===== src/rtl/quadra_arb.sv =====
// quadra_arb: N_REQ-way arbiter in front of one fixed-latency quadratic datapath.
// Operands are accepted one per cycle. They are issued to the datapath with a
// tag carrying the requester index. Results return in order and are routed back
// with a one-hot valid.
// Build option: define QUADRA_ARB_RR_EN for round-robin arbitration. When it is
// undefined, arbitration is fixed priority and the lowest index wins.
module quadra_arb #(
    parameter int N_REQ = 4,
    parameter int LAT   = 3,
    parameter int X_W   = 24,
    parameter int Y_W   = 24
) (
    input  logic                     clk,
    input  logic                     rst,
    input  logic [N_REQ*X_W-1:0]     req_x,
    input  logic [N_REQ-1:0]         req_dv,
    output logic [N_REQ-1:0]         req_rdy,
    output logic [X_W-1:0]           dp_x,
    output logic                     dp_x_dv,
    input  logic [Y_W-1:0]           dp_y,
    input  logic                     dp_y_dv,
    output logic [Y_W-1:0]           rsp_y,
    output logic [N_REQ-1:0]         rsp_dv,
    output logic [$clog2(LAT+2)-1:0] occ,
    output logic                     err
);

    localparam int IDX_W = (N_REQ > 1) ? $clog2(N_REQ) : 1;
    localparam int CNT_W = $clog2(LAT + 2);

    typedef enum logic {
        ST_DRAIN = 1'b0,
        ST_RUN   = 1'b1
    } state_t;

    // One tag per issued operand. It travels alongside the datapath.
    typedef struct packed {
        logic             valid;
        logic [IDX_W-1:0] idx;
    } tag_t;

    function automatic logic [N_REQ-1:0] onehot(input logic [IDX_W-1:0] idx);
        logic [N_REQ-1:0] v;
        v      = '0;
        v[idx] = 1'b1;
        return v;
    endfunction

    state_t           state_q, state_d;
    logic [CNT_W-1:0] drain_q, drain_d;
    logic             run_en;

    logic             gnt_vld;
    logic [IDX_W-1:0] gnt_idx;
    logic [IDX_W-1:0] cand;
    logic             xfer;
    logic [X_W-1:0]   sel_x;

    tag_t             tag_q [0:LAT];
    tag_t             cmp_tag;
    logic             rsp_hit;
    logic             proto_err;

`ifdef QUADRA_ARB_RR_EN
    logic [IDX_W-1:0] rr_ptr_q;
`endif

    // ------------------------------------------------------------------
    // Control FSM. Reset parks it in DRAIN with a full count. It moves to
    // RUN after LAT+1 quiet cycles, so every pre-reset result has gone by.
    // ------------------------------------------------------------------

    // State and drain-counter registers.
    always_ff @(posedge clk) begin
        // NOTE: sequential state always uses <= so every register samples pre-edge values.
        if (rst) begin
            state_q <= ST_DRAIN;
            drain_q <= CNT_W'(LAT + 1);
        end else begin
            state_q <= state_d;
            drain_q <= drain_d;
        end
    end

    // Next-state logic: count down in DRAIN, then stay in RUN until reset.
    always_comb begin
        // NOTE: every always_comb output gets a default first, so no path can infer a latch.
        state_d = state_q;
        drain_d = drain_q;
        case (state_q)
            ST_DRAIN: begin
                if (drain_q <= CNT_W'(1)) begin
                    state_d = ST_RUN;
                    drain_d = '0;
                end else begin
                    drain_d = drain_q - CNT_W'(1);
                end
            end
            ST_RUN:  state_d = ST_RUN;
            default: state_d = ST_DRAIN;
        endcase
    end

    // rst is synchronous. Gating with it here keeps req_rdy low in the same
    // cycle that reset is asserted, before the state register has moved.
    assign run_en = (state_q == ST_RUN) && !rst;

    // ------------------------------------------------------------------
    // Arbitration
    // ------------------------------------------------------------------

    // Search the requesters in priority order and take the first one whose
    // req_dv is high.
    always_comb begin
        gnt_vld = 1'b0;
        gnt_idx = '0;
        cand    = '0;
        for (int i = 0; i < N_REQ; i++) begin
`ifdef QUADRA_ARB_RR_EN
            cand = IDX_W'((int'(rr_ptr_q) + 1 + i) % N_REQ);
`else
            cand = IDX_W'(i);
`endif
            if (!gnt_vld && req_dv[cand]) begin
                gnt_vld = 1'b1;
                gnt_idx = cand;
            end
        end
        if (!run_en) begin
            gnt_vld = 1'b0;
        end
    end

    // Drive the single ready bit of the granted requester.
    always_comb begin
        req_rdy = '0;
        if (gnt_vld) begin
            req_rdy = onehot(gnt_idx);
        end
    end

    // A grant is only ever given to a requester with req_dv high, so every
    // grant is a transfer.
    assign xfer  = gnt_vld;
    assign sel_x = req_x[int'(gnt_idx)*X_W +: X_W];

`ifdef QUADRA_ARB_RR_EN
    // Round-robin pointer: remembers the last granted index. It moves only
    // on a transfer.
    always_ff @(posedge clk) begin
        if (rst) begin
            rr_ptr_q <= IDX_W'(N_REQ - 1);
        end else if (xfer) begin
            rr_ptr_q <= gnt_idx;
        end
    end
`endif

    // ------------------------------------------------------------------
    // Issue side
    // ------------------------------------------------------------------

    // Operand register toward the datapath. dp_x holds its value between
    // transfers.
    always_ff @(posedge clk) begin
        if (rst) begin
            dp_x    <= '0;
            dp_x_dv <= 1'b0;
        end else begin
            dp_x_dv <= xfer;
            if (xfer) begin
                dp_x <= sel_x;
            end
        end
    end

    // Tag shift register. Stage 0 is aligned with dp_x_dv. Stage LAT is
    // aligned with the cycle in which dp_y_dv is due.
    always_ff @(posedge clk) begin
        if (rst) begin
            // NOTE: the whole tag array is reset, because a surviving valid bit would produce a phantom response after reset.
            for (int k = 0; k <= LAT; k++) begin
                tag_q[k] <= '0;
            end
        end else begin
            tag_q[0] <= tag_t'{valid: xfer, idx: gnt_idx};
            for (int k = 1; k <= LAT; k++) begin
                tag_q[k] <= tag_q[k-1];
            end
        end
    end

    // ------------------------------------------------------------------
    // Return side
    // ------------------------------------------------------------------

    assign cmp_tag   = tag_q[LAT];
    assign rsp_hit   = run_en && dp_y_dv && cmp_tag.valid;
    assign proto_err = run_en && (dp_y_dv != cmp_tag.valid);

    // Response register. The result is routed to the tagged requester.
    // rsp_y holds its value between results.
    always_ff @(posedge clk) begin
        if (rst) begin
            rsp_y  <= '0;
            rsp_dv <= '0;
        end else begin
            rsp_dv <= '0;
            if (rsp_hit) begin
                rsp_y  <= dp_y;
                rsp_dv <= onehot(cmp_tag.idx);
            end
        end
    end

    // Sticky mismatch flag. It is set when a result arrives without a tag,
    // or a tag arrives without a result. Only reset clears it.
    always_ff @(posedge clk) begin
        if (rst) begin
            err <= 1'b0;
        end else if (proto_err) begin
            err <= 1'b1;
        end
    end

    // In-flight counter. It goes up on issue and down when a valid tag leaves
    // the compare stage, whether or not the result matched.
    always_ff @(posedge clk) begin
        if (rst) begin
            occ <= '0;
        end else begin
            case ({xfer, cmp_tag.valid})
                2'b10:   occ <= occ + CNT_W'(1);
                2'b01:   occ <= occ - CNT_W'(1);
                default: occ <= occ;
            endcase
        end
    end

endmodule

===== config.mk =====
export PLATFORM = sky130hd
export DESIGN_NAME = quadra_arb
export DESIGN_NICKNAME = d
export VERILOG_FILES = /design/src/rtl/quadra_arb.sv
export SDC_FILE = /design/constraint.sdc
export NUM_CORES = 1
export LEC_CHECK = 0
export ABC_AREA = 0
export BUFFER_PORTS_ARGS = -buffer_cell sky130_fd_sc_hd__clkbuf_2
export CAP_MARGIN = 40
export CELL_PAD_IN_SITES_DETAIL_PLACEMENT = 1
export CELL_PAD_IN_SITES_GLOBAL_PLACEMENT = 1
export CORE_UTILIZATION = 34
export DETAILED_ROUTE_END_ITERATION = 6
export PLACE_DENSITY_LB_ADDON = 0.25
export REMOVE_ABC_BUFFERS = 1
export SYNTH_ARGS = -nofsm -noshare
export SYNTH_HDL_FRONTEND = slang
export SYNTH_SLANG_ARGS = --single-unit
export TNS_END_PERCENT = 30

===== constraint.sdc =====
create_clock -name clk -period 5.76 [get_ports clk]
set_clock_uncertainty 0.2 [all_clocks]
set_input_delay 1.152 -clock clk [delete_from_list [all_inputs] [get_ports clk]]
set_output_delay 1.152 -clock clk [all_outputs]
set_load 0.03 [all_outputs]

==> reports/results.tsv, run 1 <==
stage	metric	value	unit
synth	post-synthesis compound-gate area fraction	26.64	%
power	Peak supply drop	0.1122	mV
worst_setup_path	critical path's slowest cell	or4_1	
synth	Synth Flop Type	dfxtp_1	
synth	Post-synth EDFFs	0	
synth	Mapped Cells	448	
power	Tot Pwr	1452	µW
power	Int Power	933.7	µW
power	Leakage	0.002103	µW
placement	final HPWL from detailed placement	8207	µm
worst_setup_path	CP peak stage delay	0.54	ns
floorplan	die height	105.7	µm
cts	clk buf depth	2	
worst_hold_path	hold endpoint	tag_q[3][2]$_SDFF_PP0_	
global_route	initial antenna violation count	0	
worst_hold_path	min-delay src	tag_q[2][2]$_SDFF_PP0_	
global_route	met3 usage	4.700	%
cts	H-tree levels	3	
synth	dominant cells by area after synthesis	dfxtp_1 (39%), nand2b_1 (7.7%), a21oi_1 (7.0%)	
timing	Final Cycle Share	73.45	%
detailed_routing	Routed WL	11160	µm
placement	Place WS	1.535	ns
synth	Post-synth ARST share	0	%
global_route	global-route wire length before repair	18370	µm
placement	RePlAce Congestion	0.7880	
cts	CTS root buf	clkbuf_8	
worst_setup_path	Buffers & Inverters on Critical Path	4	
final_layout	layout cells sized above 1	37.40	%
synth	Yosys top cell area share	39.45	%
synth	simple-gate area share of the yosys netlist	23.60	%
worst_setup_path	CP top delay family	simple AND/OR/NAND/NOR gates	
floorplan	FP Rows	37	
power	sw frac	35.69	%
power	net switching power	518.3	µW
floorplan	core box area	10370	µm²
worst_setup_path	cell seen most often among critical-path stages	clkbuf_2	
floorplan	Die Wd	105.7	µm
synth	synthesized area	3654	µm²
global_route	M2 GR Usage	33.94	%
detailed_routing	Residual DRC	0	
final_layout	P&R area growth vs syn	32.23	%
timing	Tightest Pin Transition	0.8260	ns
timing	Max Fclk	236.4	MHz
synth	Yosys reg bits	72	
worst_setup_path	r2r setup slk	3.18	ns
synth	YS warnings	0	
synth	Yosys cell types	37	
worst_setup_path	worst path arrival time	2.88	ns
worst_setup_path	r2r worst-path depth	10	
floorplan	die area	11160	µm²
detailed_routing	via count	3772	
detailed_routing	DR WL/cell	14.85	µm
timing	Final Worst Setup Slack	1.529	ns
cts	Sink Count	72	
timing	RSZ-0062 raised after global routing	no	
synth	Seq/Total Area, Yosys	39.45	%
cts	TritonCTS clock tree	built	
global_route	GR Util met1	26.36	%
global_route	gr busiest metal	met2	
timing	Rel. slew slack	44.93	%
job	max cap viols	0	
status	outcome	finished clean	
global_route	largest net degree at the start of global routing	69	
global_route	GRT overflow	0	
worst_setup_path	CP Max Fanout	45	
synth	Post-Synth XOR/XNOR Area	0.7192	%
global_route	all-layer global routing usage	20.56	%
power	combinational fraction of design power	30.8	%
worst_setup_path	worst reg2reg path startpoint	state_q$_SDFF_PP0_	
final_layout	# diodes	0	
synth	mux contribution to synthesized area	0	%
worst_hold_path	type of the tightest min-delay check	reg2reg	
worst_setup_path	startpoint types	input port	
floorplan	starting density of the core	35.23	%
timing	Final Hold Vio Count	0	
synth	post-synthesis adder-cell area fraction	1.575	%
detailed_routing	total iterations of the first detailed-routing run	4	
final_layout	fin nets	741	
global_route	number of global-route vias before repair	3795	
placement	# port buffers	187	
timing	endpoints failing setup	0	
cts	Num CTS Buffers	9	
power	sequential share of power	41.4	%
final_layout	fill count	1323	
synth	largest family of logic cells by synthesized area	compound AO/OA/AOI/OAI gates	
cts	register clock-pin slew on the reported worst setup and hold paths	0.08	ns
power	PwrDens	300.6	nW/µm²
worst_hold_path	WHS Path Cells	1	
detailed_routing	Iter 0 DRT Violations	104	
worst_setup_path	Critical R2R Capture	occ[2]$_SDFFE_PP0P_	
cts	postcts setup bufs	0	
power	clock power share	27.9	%
timing	clock period minus worst slack	4.231	ns
timing	final setup TNS	0	ns
worst_setup_path	CP Data Required Time	4.41	ns
cts	Post-CTS Hold Fix Bufs	0	
worst_setup_path	crit path cell chain	clkbuf_2, or4_1, buf_4, and2_0, inv_1, nor2_1, clkbuf_2	
timing	Final Max Tran Viols	0	
cts	PostCTS Resize Cnt	0	
detailed_routing	Antenna Nets Post-Route	0	
synth	Mapped Avg Cell Area	8.155	µm²
cts	clock latency on the worst-skew pair	0.33	ns
floorplan	io pins	188	
worst_setup_path	Setup CP Type	in2out	
worst_setup_path	Worst setup EP type	primary output	
synth	cell taking the most area after synthesis	dfxtp_1	
detailed_routing	via/cell ratio	5.023	
[layout make-up]
cell class / count / area (µm²) / share of cell area (%)
Clock buffer: 9 / 123.9 / 2.564
Sequential cell: 72 / 1441 / 29.84
Multi-Input combinational cell: 305 / 1922 / 39.78
Clock inverter: 7 / 80.08 / 1.658
Tap cell: 136 / 170.2 / 3.522
Inverter: 28 / 105.1 / 2.176
Timing Repair Buffer: 194 / 988.4 / 20.46
[synthesized netlist by cell type (all sizes together) (10+ instances only)]
cell,n
o21ai,29
a211o,22
inv,28
nand2b,45
buf,10
o31ai,21
a21oi,51
clkbuf,33
nand2,35
nor2,10
or3b,20
dfxtp,72
nor2b,16
o211ai,20
[logic make-up (layout without fill, tap and decap cells)]
family	count (synthesis)	after routing
simple gates	146	146
fa+ha+maj	4	4
compound gates	152	152
xor+xnor	3	3
flops	72	72
buf+inv	71	238
[sequential cells by signal, indices dropped and copies added, names as in the netlist]
signal,cells
drain_q,3
state_q,1
dp_x,24
err,1
dp_x_dv,1
rsp_dv,4
occ,3
rsp_y,24
tag_q,11
[worst register-to-register path, stage by stage (launching register included)]
cell	delay, ns
dfxtp_1	0.32
nor2b_2	0.14
buf_4	0.23
and2_0	0.27
inv_1	0.13
ha_1	0.18
inv_1	0.06
fa_1	0.37
xor2_1	0.16
or3_1	0.32
a21oi_1	0.14
[worst max path at each step]
stage | startpoint | endpoint | slack, ns | depth (start not counted)
2_1_floorplan | rst | req_rdy[1] | 1.53 | 4
3_3_place_gp | req_dv[0] | req_rdy[1] | 1.56 | 7
3_5_place_dp | req_dv[0] | req_rdy[1] | 1.53 | 7
4_1_cts | req_dv[0] | req_rdy[1] | 1.53 | 7
5_1_grt | req_dv[0] | req_rdy[1] | 1.41 | 7
6_report | req_dv[0] | req_rdy[1] | 1.53 | 7
[layout by cell type (no fill, tap or decap), drive strengths merged, types with 2 or more instances in the layout]
cell,synthesis,final
o21ai,29,29
o211ai,20,20
and2,2,2
o31ai,21,21
a41oi,4,4
nor2,10,10
nand2b,45,45
nand2,35,35
a21oi,51,51
nand3b,4,4
inv,28,30
and3,3,3
nor2b,16,16
ha,3,3
a21o,4,4
or3,2,2
clkinv,0,3
nor3,3,3
xor2,3,3
dfxtp,72,72
a211o,22,22
or3b,20,20
buf,10,7
clkbuf,33,196
[metrics by stage]
stage | util [%] | area [µm²] | hold WS (ns) | instances
detailed placement | 44.62 | 4627 | 0.2274 | 735
global route | 46.59 | 4831 | 0.2602 | 751
floorplan | - | 3466 | 0.2138 | 405
finish | 46.59 | 4831 | 0.2382 | 751
global placement | 44.62 | 4627 | 0.2174 | 735
CTS | 46.59 | 4831 | 0.2418 | 751
[layer usage]
metal	vias up	share of wire [%]
li1	1880	-
met1	1732	46
met2	149	46
met3	11	6.9
met4	0	1.5
met5	-	0
[power by group through the flow]
stage	Sequential (µW)	Combinational (µW)	Clock, µW
global route	610	491	447
detailed placement	613	451	0
CTS	602	452	423
finish	601	447	405
floorplan	713	172	0
global placement	610	437	0
No activity file was read; power rests on OpenSTA's default activity.
==> run 2: changes to the inputs <==
CORE_UTILIZATION = 29   (was 34)
clock period = 3.8 ns   (was 5.76 ns; I/O delays follow)
==> run 2 against run 1 <==
- global-route usage is 1.4 points lower
- hold slack worse by 0.0025 ns
- die area rose by 17%
==> reports/results.tsv, run 2 (same netlist as run 1, synthesis figures left out) <==
stage	metric	value	unit	change
floorplan	starting density of the core	30.04	%	was 35.23%
worst_setup_path	CP Max Fanout	12		was 45
worst_hold_path	type of the tightest min-delay check	reg2reg		unchanged
cts	clock latency on the worst-skew pair	0.34	ns	was 0.33 ns
final_layout	most frequent cells in the layout	clkbuf_2 (187), dfxtp_1 (72), a21oi_1 (51)		unchanged
cts	Post-CTS Hold Fix Bufs	0		unchanged
cts	TritonCTS clock tree	built		unchanged
detailed_routing	Residual DRC	0		unchanged
cts	Sink Count	72		unchanged
cts	PostCTS Resize Cnt	0		unchanged
floorplan	Die Wd	114.2	µm	was 105.7 µm
floorplan	FP Rows	40		was 37
global_route	largest net degree at the start of global routing	69		unchanged
global_route	all-layer global routing usage	19.20	%	was 20.56%
detailed_routing	Routed WL	12120	µm	was 11160 µm
timing	Final Max Tran Viols	0		unchanged
final_layout	fill count	1526		was 1323
timing	Max Fclk	314.5	MHz	
detailed_routing	Iter 0 DRT Violations	142		was 104
timing	endpoints failing setup	0		unchanged
final_layout	# diodes	0		unchanged
timing	final setup TNS	0	ns	unchanged
floorplan	die height	114.2	µm	was 105.7 µm
timing	hold_ws	0.2358	ns	was 0.2382 ns
cts	CTS root buf	clkbuf_16		was clkbuf_8
timing	Rel. slew slack	41.22	%	was 44.93%
detailed_routing	Antenna Nets Post-Route	0		unchanged
detailed_routing	via/cell ratio	4.791		was 5.023
worst_setup_path	Worst setup EP type	primary output		unchanged
final_layout	area taken by multi-input logic gates	1922	µm²	unchanged
power	PwrDens	494.0	nW/µm²	was 300.6 nW/µm²
timing	RSZ-0062 raised after global routing	no		unchanged
worst_setup_path	startpoint types	input port		unchanged
timing	clock period minus worst slack	3.179	ns	
timing	Final Hold Vio Count	0		unchanged
worst_setup_path	worst path arrival time	2.22	ns	was 2.88 ns
global_route	GRT overflow	0		unchanged
floorplan	core box area	12160	µm²	was 10370 µm²
floorplan	io pins	188		unchanged
global_route	number of global-route vias before repair	3869		was 3795
timing	Final Cycle Share	83.66	%	
cts	clk buf depth	2		unchanged
placement	final HPWL from detailed placement	8421	µm	was 8207 µm
final_layout	commonest non-fill, non-tap cell in the layout	clkbuf_2		unchanged
job	max cap viols	0		unchanged
final_layout	layout cells sized above 1	37.34	%	was 37.40%
detailed_routing	via count	3756		was 3772
placement	# port buffers	187		unchanged
power	Leakage	0.002152	µW	was 0.002103 µW
status	outcome	finished clean		unchanged
cts	H-tree levels	3		unchanged
cts	Num CTS Buffers	9		unchanged
floorplan	die area	13050	µm²	was 11160 µm²
worst_setup_path	r2r setup slk	1.44	ns	was 3.18 ns
global_route	global-route wire length before repair	19240	µm	was 18370 µm
placement	RePlAce Congestion	0.7277		was 0.7880
final_layout	fin nets	742		was 741
cts	register clock-pin slew on the reported worst setup and hold paths	0.06	ns	was 0.08 ns
worst_setup_path	Setup CP Type	in2out		unchanged
timing	Tightest Pin Transition	0.8817	ns	was 0.8260 ns
detailed_routing	DR WL/cell	15.45	µm	was 14.85 µm
final_layout	register area	1441	µm²	unchanged
worst_setup_path	CP Data Required Time	2.84	ns	was 4.41 ns
power	Peak supply drop	0.2103	mV	was 0.1122 mV
final_layout	leading registers by flop count	dp_x x24, rsp_y x24, tag_q x11		unchanged
detailed_routing	total iterations of the first detailed-routing run	4		unchanged
final_layout	P&R area growth vs syn	36.34	%	was 32.23%
cts	postcts setup bufs	0		unchanged
global_route	initial antenna violation count	0		unchanged
==> run 2: cell types whose count changed in the layout (fill, tap and decap cells not counted) <==
cell	previous run	this run
clkbuf_1	0	1
inv_8	1	0
clkbuf_16	0	9
buf_4	7	8
clkbuf_8	9	1
clkinv_2	1	0
==> run 2: layout make-up <==
class / count / area share (%)
sequential: 72 / 28.94
multi-input combinational: 305 / 38.58
clock inverter: 5 / 1.281
timing repair buffer: 195 / 19.99
tap: 168 / 4.220
inverter: 28 / 2.110
clock buffer: 11 / 4.873
==> run 2: path summary, 6_finish.rpt <==
path,startpoint,endpoint,depth (start not counted)
worst max-delay path,req_dv[0],req_rdy[1],6
worst min-delay path,tag_q[1][1]$_SDFF_PP0_,tag_q[2][1]$_SDFF_PP0_,1
worst max register to register,state_q$_SDFF_PP0_,occ[2]$_SDFFE_PP0P_,9
worst min register to register,tag_q[1][1]$_SDFF_PP0_,tag_q[2][1]$_SDFF_PP0_,1
==> run 2: report_power, final <==
part	switching, µW	internal, µW	total, µW
clock	335	531	866
sequential	56.4	853	909
combinational	433	253	686
==> run 2: through the flow <==
step                area [µm²]  setup WS [ns]  power, µW  utilization (%)  std cells
floorplan                 3466         0.1463       1341                -        405
global placement          4674         0.4058       1600            38.44        768
detailed placement        4674         0.3164       1621            38.44        768
CTS                       4981         0.6389       2503            40.96        784
global route              4981         0.5268       2606            40.96        784
finish                    4981         0.6208       2461            40.96        784
==> run 2: routing by layer <==
metal | GRT usage, % | part of all wire (%)
met1 | 23.27 | 45
met2 | 31.96 | 46
met3 | 5.982 | 7.7
met4 | 6.926 | 1.4
met5 | 0 | 0
==> run 2: critical path, cell delays in order <==
cell      delay, ns
clkbuf_2       0.17
or4_1          0.59
and2_0         0.30
inv_1          0.15
nor2_1         0.07
clkbuf_2       0.18
